$ cat config.mk
export PLATFORM = sky130hd
export DESIGN_NAME = inst_prefetch_q
export DESIGN_NICKNAME = d
export VERILOG_FILES = /design/src/rtl/inst_prefetch_q_pkg.sv /design/src/rtl/inst_pq_fifo.sv /design/src/rtl/inst_prefetch_q.sv
export SDC_FILE = /design/constraint.sdc
export NUM_CORES = 1
export LEC_CHECK = 0
export CORE_MARGIN = 8
export CORE_UTILIZATION = 40
export CTS_BUF_LIST = sky130_fd_sc_hd__clkbuf_4 sky130_fd_sc_hd__clkbuf_8 sky130_fd_sc_hd__clkbuf_16
export CTS_CLUSTER_SIZE = 28
export DETAILED_ROUTE_END_ITERATION = 16
export GPL_TIMING_DRIVEN = 0
export PLACE_DENSITY = 0.66
export SYNTH_ARGS = -nofsm -noshare
export SYNTH_HDL_FRONTEND = slang
export SYNTH_SLANG_ARGS = --single-unit
export TNS_END_PERCENT = 50
$ cat constraint.sdc
create_clock -name clk -period 3.55 [get_ports clk]
set_input_delay 0.8875 -clock clk [delete_from_list [all_inputs] [get_ports clk]]
set_output_delay 0.8875 -clock clk [all_outputs]
set_load 0.02 [all_outputs]
$ cat src/rtl/inst_prefetch_q_pkg.sv
// Shared widths, PC step and queue entry layout
// for the instruction prefetch queue.
package inst_prefetch_q_pkg;

   localparam int INST_ADDR_W = 32;
   localparam int INST_W      = 32;

   localparam logic [INST_ADDR_W-1:0] PC_INC = 32'd4;

   typedef struct packed {
      logic [INST_ADDR_W-1:0] pc;
      logic [INST_W-1:0]      inst;
   } pq_entry_t;

   function automatic logic [INST_ADDR_W-1:0] pc_align(
      input logic [INST_ADDR_W-1:0] pc
   );
      return {pc[INST_ADDR_W-1:2], 2'b00};
   endfunction

endpackage

$ cat src/rtl/inst_pq_fifo.sv
// Circular entry store with read/write pointers
// and occupancy count; storage is left unreset.
module inst_pq_fifo #(
   parameter int DEPTH = 4,
   parameter int W     = 64
) (
   input  logic                   clk,
   input  logic                   rst_n,
   input  logic                   i_flush,
   input  logic                   i_push,
   input  logic                   i_pop,
   input  logic [W-1:0]           i_wdata,
   output logic [W-1:0]           o_rdata,
   output logic [$clog2(DEPTH):0] o_cnt
);

   localparam int PW = $clog2(DEPTH);
   localparam int CW = PW + 1;

   logic [W-1:0]  r_mem [DEPTH];
   logic [PW-1:0] r_wr_ptr;
   logic [PW-1:0] r_rd_ptr;
   logic [CW-1:0] r_cnt;

   // entry write; flush suppresses the push
   always_ff @(posedge clk) begin
      if (i_push && !i_flush)
         r_mem[r_wr_ptr] <= i_wdata;
   end

   // pointers wrap naturally since DEPTH is a power of two
   always_ff @(posedge clk or negedge rst_n) begin
      if (!rst_n) begin
         r_wr_ptr <= '0;
         r_rd_ptr <= '0;
         r_cnt    <= '0;
      end else if (i_flush) begin
         r_wr_ptr <= '0;
         r_rd_ptr <= '0;
         r_cnt    <= '0;
      end else begin
         if (i_push)
            r_wr_ptr <= r_wr_ptr + PW'(1);
         if (i_pop)
            r_rd_ptr <= r_rd_ptr + PW'(1);
         unique case ({i_push, i_pop})
            2'b10:   r_cnt <= r_cnt + CW'(1);
            2'b01:   r_cnt <= r_cnt - CW'(1);
            default: r_cnt <= r_cnt;
         endcase
      end
   end

   assign o_rdata = (r_cnt != '0) ? r_mem[r_rd_ptr] : '0;
   assign o_cnt   = r_cnt;

endmodule

$ cat src/rtl/inst_prefetch_q.sv
// Sequential instruction prefetcher feeding decode
// from a combinational ROM, flushed on redirect.
module inst_prefetch_q
   import inst_prefetch_q_pkg::*;
#(
   parameter int                     DEPTH    = 4,
   parameter logic [INST_ADDR_W-1:0] RESET_PC = 32'h0000_0000
) (
   input  logic                   clk,
   input  logic                   rst_n,
   output logic                   rom_ce_o,
   output logic [INST_ADDR_W-1:0] rom_addr_o,
   input  logic [INST_W-1:0]      rom_data_i,
   output logic                   id_valid_o,
   output logic [INST_ADDR_W-1:0] id_pc_o,
   output logic [INST_W-1:0]      id_inst_o,
   input  logic                   id_ready_i,
   input  logic                   redirect_i,
   input  logic [INST_ADDR_W-1:0] redirect_pc_i,
   output logic [$clog2(DEPTH):0] q_cnt_o
);

   localparam int CW = $clog2(DEPTH) + 1;
   localparam logic [CW-1:0] FULL = CW'(DEPTH);

   logic                   r_fetch_en;
   logic [INST_ADDR_W-1:0] r_fetch_pc;
   logic                   w_push;
   logic                   w_pop;
   logic [CW-1:0]          w_cnt;
   pq_entry_t              w_head;
   pq_entry_t              w_wr;

   assign w_pop  = id_valid_o & id_ready_i & ~redirect_i;
   assign w_push = r_fetch_en & ~redirect_i
                 & ((w_cnt < FULL) | w_pop);

   assign w_wr = '{pc: r_fetch_pc, inst: rom_data_i};

   inst_pq_fifo #(
      .DEPTH (DEPTH),
      .W     ($bits(pq_entry_t))
   ) u_fifo (
      .clk     (clk),
      .rst_n   (rst_n),
      .i_flush (redirect_i),
      .i_push  (w_push),
      .i_pop   (w_pop),
      .i_wdata (w_wr),
      .o_rdata (w_head),
      .o_cnt   (w_cnt)
   );

   // fetch enable arms one edge after reset; PC steps or redirects
   always_ff @(posedge clk or negedge rst_n) begin
      if (!rst_n) begin
         r_fetch_en <= 1'b0;
         r_fetch_pc <= RESET_PC;
      end else begin
         r_fetch_en <= 1'b1;
         if (redirect_i)
            r_fetch_pc <= pc_align(redirect_pc_i);
         else if (w_push)
            r_fetch_pc <= r_fetch_pc + PC_INC;
      end
   end

   assign rom_ce_o   = w_push;
   assign rom_addr_o = r_fetch_pc;
   assign id_valid_o = (w_cnt != '0);
   assign id_pc_o    = w_head.pc;
   assign id_inst_o  = w_head.inst;
   assign q_cnt_o    = w_cnt;

endmodule
### After elaboration in Yosys (flattened, before gate mapping)

Memory sizes are Yosys's and may differ from the RTL's.
Index checks and enable logic that the tools add are counted.

| word-level totals | value |
|---|---|
| bits of input ports | 68 |
| memory bits (writable) | 256 |
| register bits after elaboration | 40 |
| memories | 1 |

| cells by class | value |
|---|---|
| eq/ne operators | 2 |
| reductions and logical operators | 6 |
| order comparisons | 1 |
| add/sub/neg operators | 5 |
| bitwise operators | 6 |
| multiplexer cells | 11 |

Memory list:

| memory | depth | width | read ports | clocked after Yosys merged registers in | write ports | line | text |
|---|---|---|---|---|---|---|---|
| u_fifo.r_mem | 4 | 64 | 1 | 0 | 1 | inst_pq_fifo.sv:20 | `logic [W-1:0] r_mem [DEPTH];` |

Operators by type and width:

| operator | count |
|---|---|
| $mux 32 | 2 |
| $mux 64 | 1 |
| $add 32x3->32 const B | 1 |
| $mux 2 | 4 |
| $pmux 3 s2 | 1 |
| $reduce_bool 3->1 | 2 |
| $add 2x1->2 const B | 2 |
| $and 1x1->1 | 4 |
| $reduce_bool 2->1 | 2 |
| $add 3x1->3 const B | 1 |
| $lt 3x3->1 const B | 1 |
| $mux 3 | 1 |
| $sub 3x1->3 const B | 1 |
| $eq 2x1->1 const B | 1 |
| $eq 2x2->1 const B | 1 |
| $mux 1 | 2 |
| $logic_and 1x1->1 | 1 |
| $logic_not 1->1 | 1 |
| $not 1->1 | 1 |
| $or 1x1->1 | 1 |

### Depth between registers and ports, before layout

Gate-level depths: netlist (run 1).

| logic depth | value |
|---|---|
| word-level depth | 8 |
| gate-level depth with buffers | 8 |
| gate-level depth less buffers | 8 |

### Modules after synthesis

From an unflattened synthesis (run 1), not the netlist that was laid out.

| second synthesis, totals | value |
|---|---|
| cells, all modules | 674 |
| area, all modules | 12050.3 sq um |

By module, submodules not included:

| module | cells an instance | area each (sq um) | instances | sequential area each (sq um) |
|---|---|---|---|---|
| inst_pq_fifo | 446 | 10089.7 | 1 | 7862.5 |
| inst_prefetch_q | 228 | 1960.6 | 1 | 775.7 |

### Least setup slack after synthesis (run 1)

OpenSTA, ideal clock, no wires.

| timing path | value |
|---|---|
| kind | input -> register |
| start point | in id_ready_i |
| end point | mem u_fifo.r_mem[0][0] (enable) |
| required time | 3124 ps |
| path buffers | 2 |
| library setup time | 426 ps |
| setup slack | -558 ps |
| cell stages on the path | 6 |
| arrival | 3682 ps |
| cell sequence | buf_2 > nand2b_1 > and2_1 > clkbuf_1 > nor2b_1 > and2_1 |

| on the way | value |
|---|---|
| longest elaborated chain between the ends | 7 |

RTL lines:

| element | line | text |
|---|---|---|
| from (decl) | inst_prefetch_q.sv:17 | `input logic id_ready_i,` |
| $and 1x1->1 (2 in series) | inst_prefetch_q.sv:34 | `assign w_pop = id_valid_o & id_ready_i & ~redirect_i;` |
| $or 1x1->1 | inst_prefetch_q.sv:36 | `& ((w_cnt < FULL) \| w_pop);` |
| $and 1x1->1 | inst_prefetch_q.sv:36 |  |
| via rom_ce_o | inst_prefetch_q.sv:11 | `output logic rom_ce_o,` |
| $logic_and 1x1->1 | inst_pq_fifo.sv:27 | `if (i_push && !i_flush)` |
| $mux 1 | inst_pq_fifo.sv:27 |  |
| $mux 1 (not written as such) | inst_pq_fifo.sv:28 | `r_mem[r_wr_ptr] <= i_wdata;` |
| to (decl) | inst_pq_fifo.sv:20 |  |

The timed path passes the listed nets, and every way through them passes these cells.

### Worst setup path in the final report (run 1)

| timing path | value |
|---|---|
| start point | reg u_fifo.r_rd_ptr[0] |
| end point | out id_inst_o[3] |

| on the way | value |
|---|---|
| longest elaborated chain between the ends | 2 |

RTL lines:

| element | line | text |
|---|---|---|
| from (decl) | inst_pq_fifo.sv:22 | `logic [PW-1:0] r_rd_ptr;` |
| from (signal assigned) | inst_pq_fifo.sv:45 | `r_rd_ptr <= r_rd_ptr + PW'(1);` |
| $mem_v2 4x64 | - |  |
| $mux 64 | inst_pq_fifo.sv:54 | `assign o_rdata = (r_cnt != '0) ? r_mem[r_rd_ptr] : '0;` |
| to (decl) | inst_prefetch_q.sv:16 | `output logic [INST_W-1:0] id_inst_o,` |

Every way passes these cells.

==> results.md, run 1 <==
- Outcome: complete, no violations
- Largest net degree at the start of global routing: 52
- EDFF count, synth: 248
- Sequential-to-total area share from yosys stat: 72.0%
- Clock Tree Buf Depth: 3
- RR Endpoint: u_fifo.r_mem[1][14]$_DFFE_PP_
- Tmin final: 3440 ps
- Total CTS buffers: 30
- DP Cell Count: roughly 1200
- CTS tree: yes
- Site Rows: 62
- Ant diodes: 0
- Final non-filler cell total: 1273
- Number of global-route vias before repair: 6730
- Async SR Flop Fraction: 13.3%
- Port Buffer Count: about 160
- Fin crit share: between 90 and 100%
- Post-synth top cells: 248 x edfxtp_1, 68 x and2_1, 62 x mux4_2, 41 x nand2_1, 38 x dfrtp_1
- Worst-Margin Slew: 655 ps
- Worst IR Drop VDD: 0.329 mV
- Final Hold Fails: 0
- RSZ-0062 raised after global routing: true
- Worst path depth: 5
- DR pass1 iterations: 5
- Share of cells above drive strength 1: 19.3%
- # setup viols final: 0
- Warnings, synthesis: 0
- Crit path largest cell delay: 530 ps
- CP max FO: 10
- CTS sink cnt: 286
- Hold WC Path Type: input pin to asynchronous set/reset pin
- Critical path class: flip-flop to output pin
- Top FF cell, synth: edfxtp_1
- Mapped Area: 11700 sq um
- Critical Path End Type: output pin
- Reg2Reg Depth: 6
- Fmax achieved: 291 MHz
- FF-to-FF Start: u_fifo.o_cnt[2]$_DFFE_PN0P_
- Top-area cell type share of the netlist area: roughly 64%
- NumNets Final: 939
- Worst endpoint data arrival time: 2550 ps
- WP data required: about 2700 ps
- Initial antenna violation count: 1
- Via Count: between 6000 and 7000
- Crit path cell chain: buf_12 -> buf_6 -> mux4_2 -> and2_1 -> clkdlybuf4s50_1
- Reg2Reg Setup Slack: 970 ps
- Die H: approximately 190 um
- Netlist cell types: 42
- Core area: 28700 sq um
- Total Wirelength: 26100 um
- Grt ovf: 0
- Area grow syn2layout: 29.1%
- CTS Root Cell: clkbuf_16
- DR iter-0 viols: 359
- Top-count cell post-synth: edfxtp_1
- GPL Wtd Cong: about 0.80
- # hold bufs at CTS: 0
- Syn avg cell area: 17.6 sq um
- Post-DP HPWL: 17200 um
- Antenna-violating nets left: 0
- Power after layout: 8.55 mW
- Initial Utilization: between 40% and 50%
- First-pass GRT wire length: between 40000 and 50000 um
- Routed len/inst: 20.5 um
- Leakage power: 5.41 nW
- Die ar.: approximately 35000 sq um
- Top Ports: approximately 170
- Die width: 187 um
- Htree depth: 1
- Max cap viols: 0
- CP Launch Type: flip-flop
- Remaining DRCs: 0
- Clk_skew: 7.59 ps
- Synth top area cells: edfxtp_1 64%, mux4_2 12%, dfrtp_1 8.2%
- Clk_lat worst skew: 540 ps
- Clk slew on worst S/H paths: about 60 ps
- Pwr dens: 568 nW/um^2
- Max_slew headroom: 56.4%
- Slowest CP cell: mux4_2
- All-layer global routing usage: 14.6%
- Leading area contributor after synthesis: edfxtp_1
- Slew Limit Fails: 0
- Avg Vias per Cell: 5.06
- Synthesized flop and latch total: 286
- CP Buf/Inv Count: 3
- Crit path max-delay family: buffers and inverters
- Synthesized instance count: 663
registers in the layout, summed over array words and instances (netlist names):
signal	count
u_fifo.r_rd_ptr	2
u_fifo.r_wr_ptr	2
r_fetch_en	1
u_fifo.r_mem	248
rom_addr_o	30
u_fifo.o_cnt	3
power by group:
| group | switching, mW | internal, mW | leakage, nW |
|---|---|---|---|
| registers | 0.125 | 3.82 | 2.72 |
| clock network | 1.27 | 1.85 | 0.495 |
| logic | 0.751 | 0.733 | 2.20 |
layout by cell type (no fill, tap or decap), types with 6 or more instances in the layout:
master	netlist	routed
nand4_1	6	6
mux4_2	62	62
a21oi_1	7	7
edfxtp_1	248	248
dfrtp_1	38	35
and2_1	68	63
clkbuf_1	27	12
dlygate4sd2_1	0	15
o21ai_1	10	10
buf_4	4	10
clkdlybuf4s50_1	0	119
nor3_1	7	7
o21ai_0	20	20
nor4_2	6	6
nor2_1	20	20
nand2_1	41	41
clkbuf_4	0	7
dlymetal6s2s_1	0	26
xnor2_1	23	23
xor2_1	8	8
clkbuf_16	0	31
nand3_1	12	12
inv_1	10	10
clkbuf_2	0	8
worst max-delay path by stage:
stage | from | to
after CTS | u_fifo.r_rd_ptr[0]$_DFFE_PN0P_ | id_inst_o[4]
final | u_fifo.r_rd_ptr[0]$_DFFE_PN0P_ | id_inst_o[3]
after floorplan | id_ready_i | u_fifo.r_mem[0][0]$_DFFE_PP_
after detailed placement | id_ready_i | rom_ce_o
after global placement | id_ready_i | u_fifo.r_mem[0][22]$_DFFE_PP_
after global routing | u_fifo.r_rd_ptr[0]$_DFFE_PN0P_ | id_pc_o[20]
area by class of cell:
class	instances	area, sq um
Fill cell	2363	13600
Sequential cell	286	8400
Multi-Input combinational cell	329	3070
Timing Repair Buffer	170	1830
Clock buffer	35	806
Tap cell	384	480
Buffer	38	223
Clock inverter	21	205
Inverter	10	37.5
worst reg2reg max path: stages, from the launching register on:
cell      delay (ps)
dfrtp_1          420
clkbuf_1         230
nand2b_1         220
and2_2           320
nor2b_2          300
and2_4           440
buf_16           270
through the flow:
stage | cell area [sq um] | TNS (ps) | hold slack [ps] | utilization [%] | worst slack, ps
6_report | 15100 | 0 | 323 | 52.5 | 113
5_1_grt | 15100 | -7.75 | 333 | 52.5 | -6.87
4_1_cts | 15000 | 0 | 318 | 52.2 | 2.29
3_5_place_dp | 13900 | -902 | 611 | 48.5 | -301
3_3_place_gp | 13800 | -302990 | 596 | 48.0 | -1870
2_1_floorplan | 11700 | -69170 | 562 | - | -558
per-layer routing:
metal / share of wire, % / vias up / GRT usage, %
met5: 0 / - / 0
met4: 1.9 / 0 / 3.63
met3: 6.0 / 36 / 3.39
met2: 47 / 184 / 23.7
met1: 45 / 3272 / 19.7
li1: - / 2944 / -
timing repair:
action | CTS | global route
resized for setup | 40 | 33
endpoints found under the setup margin | 63 | 37
setup buffers | 4 | 0
cloned | 0 | 0
kinds of logic after synthesis:
kind of cell | after synthesis | share of synthesized area, %
muxes | 65 | 12.2
xor gates and xnor gates | 31 | 2.33
and+or+nand+nor | 179 | 8.78
DFF | 286 | 72.0
adders and majority gates | 6 | 0.708
other | 2 | 0.0644
AOI/OAI and AO/OA | 43 | 1.97
buffers and inverters | 51 | 1.91
No activity file was read; power rests on OpenSTA's default activity.
==> run 2, diff against run 1 <==
--- a/config.mk
+++ b/config.mk
@@ -8,7 +8,7 @@
 export CORE_MARGIN = 8
 export CORE_UTILIZATION = 40
 export CTS_BUF_LIST = sky130_fd_sc_hd__clkbuf_4 sky130_fd_sc_hd__clkbuf_8 sky130_fd_sc_hd__clkbuf_16
-export CTS_CLUSTER_SIZE = 28
+export CTS_CLUSTER_SIZE = 20
 export DETAILED_ROUTE_END_ITERATION = 16
 export GPL_TIMING_DRIVEN = 0
 export PLACE_DENSITY = 0.66
==> results of run 2 <==
Same layout as run 1: the final DEF is identical, and so are final timing and power.
==> run 3, diff against run 2 <==
--- a/config.mk
+++ b/config.mk
@@ -5,6 +5,7 @@
 export SDC_FILE = /design/constraint.sdc
 export NUM_CORES = 1
 export LEC_CHECK = 0
+export ABC_AREA = 0
 export CORE_MARGIN = 8
 export CORE_UTILIZATION = 40
 export CTS_BUF_LIST = sky130_fd_sc_hd__clkbuf_4 sky130_fd_sc_hd__clkbuf_8 sky130_fd_sc_hd__clkbuf_16
==> results of run 3 <==
Same layout as run 1: the final DEF is identical, and so are final timing and power.
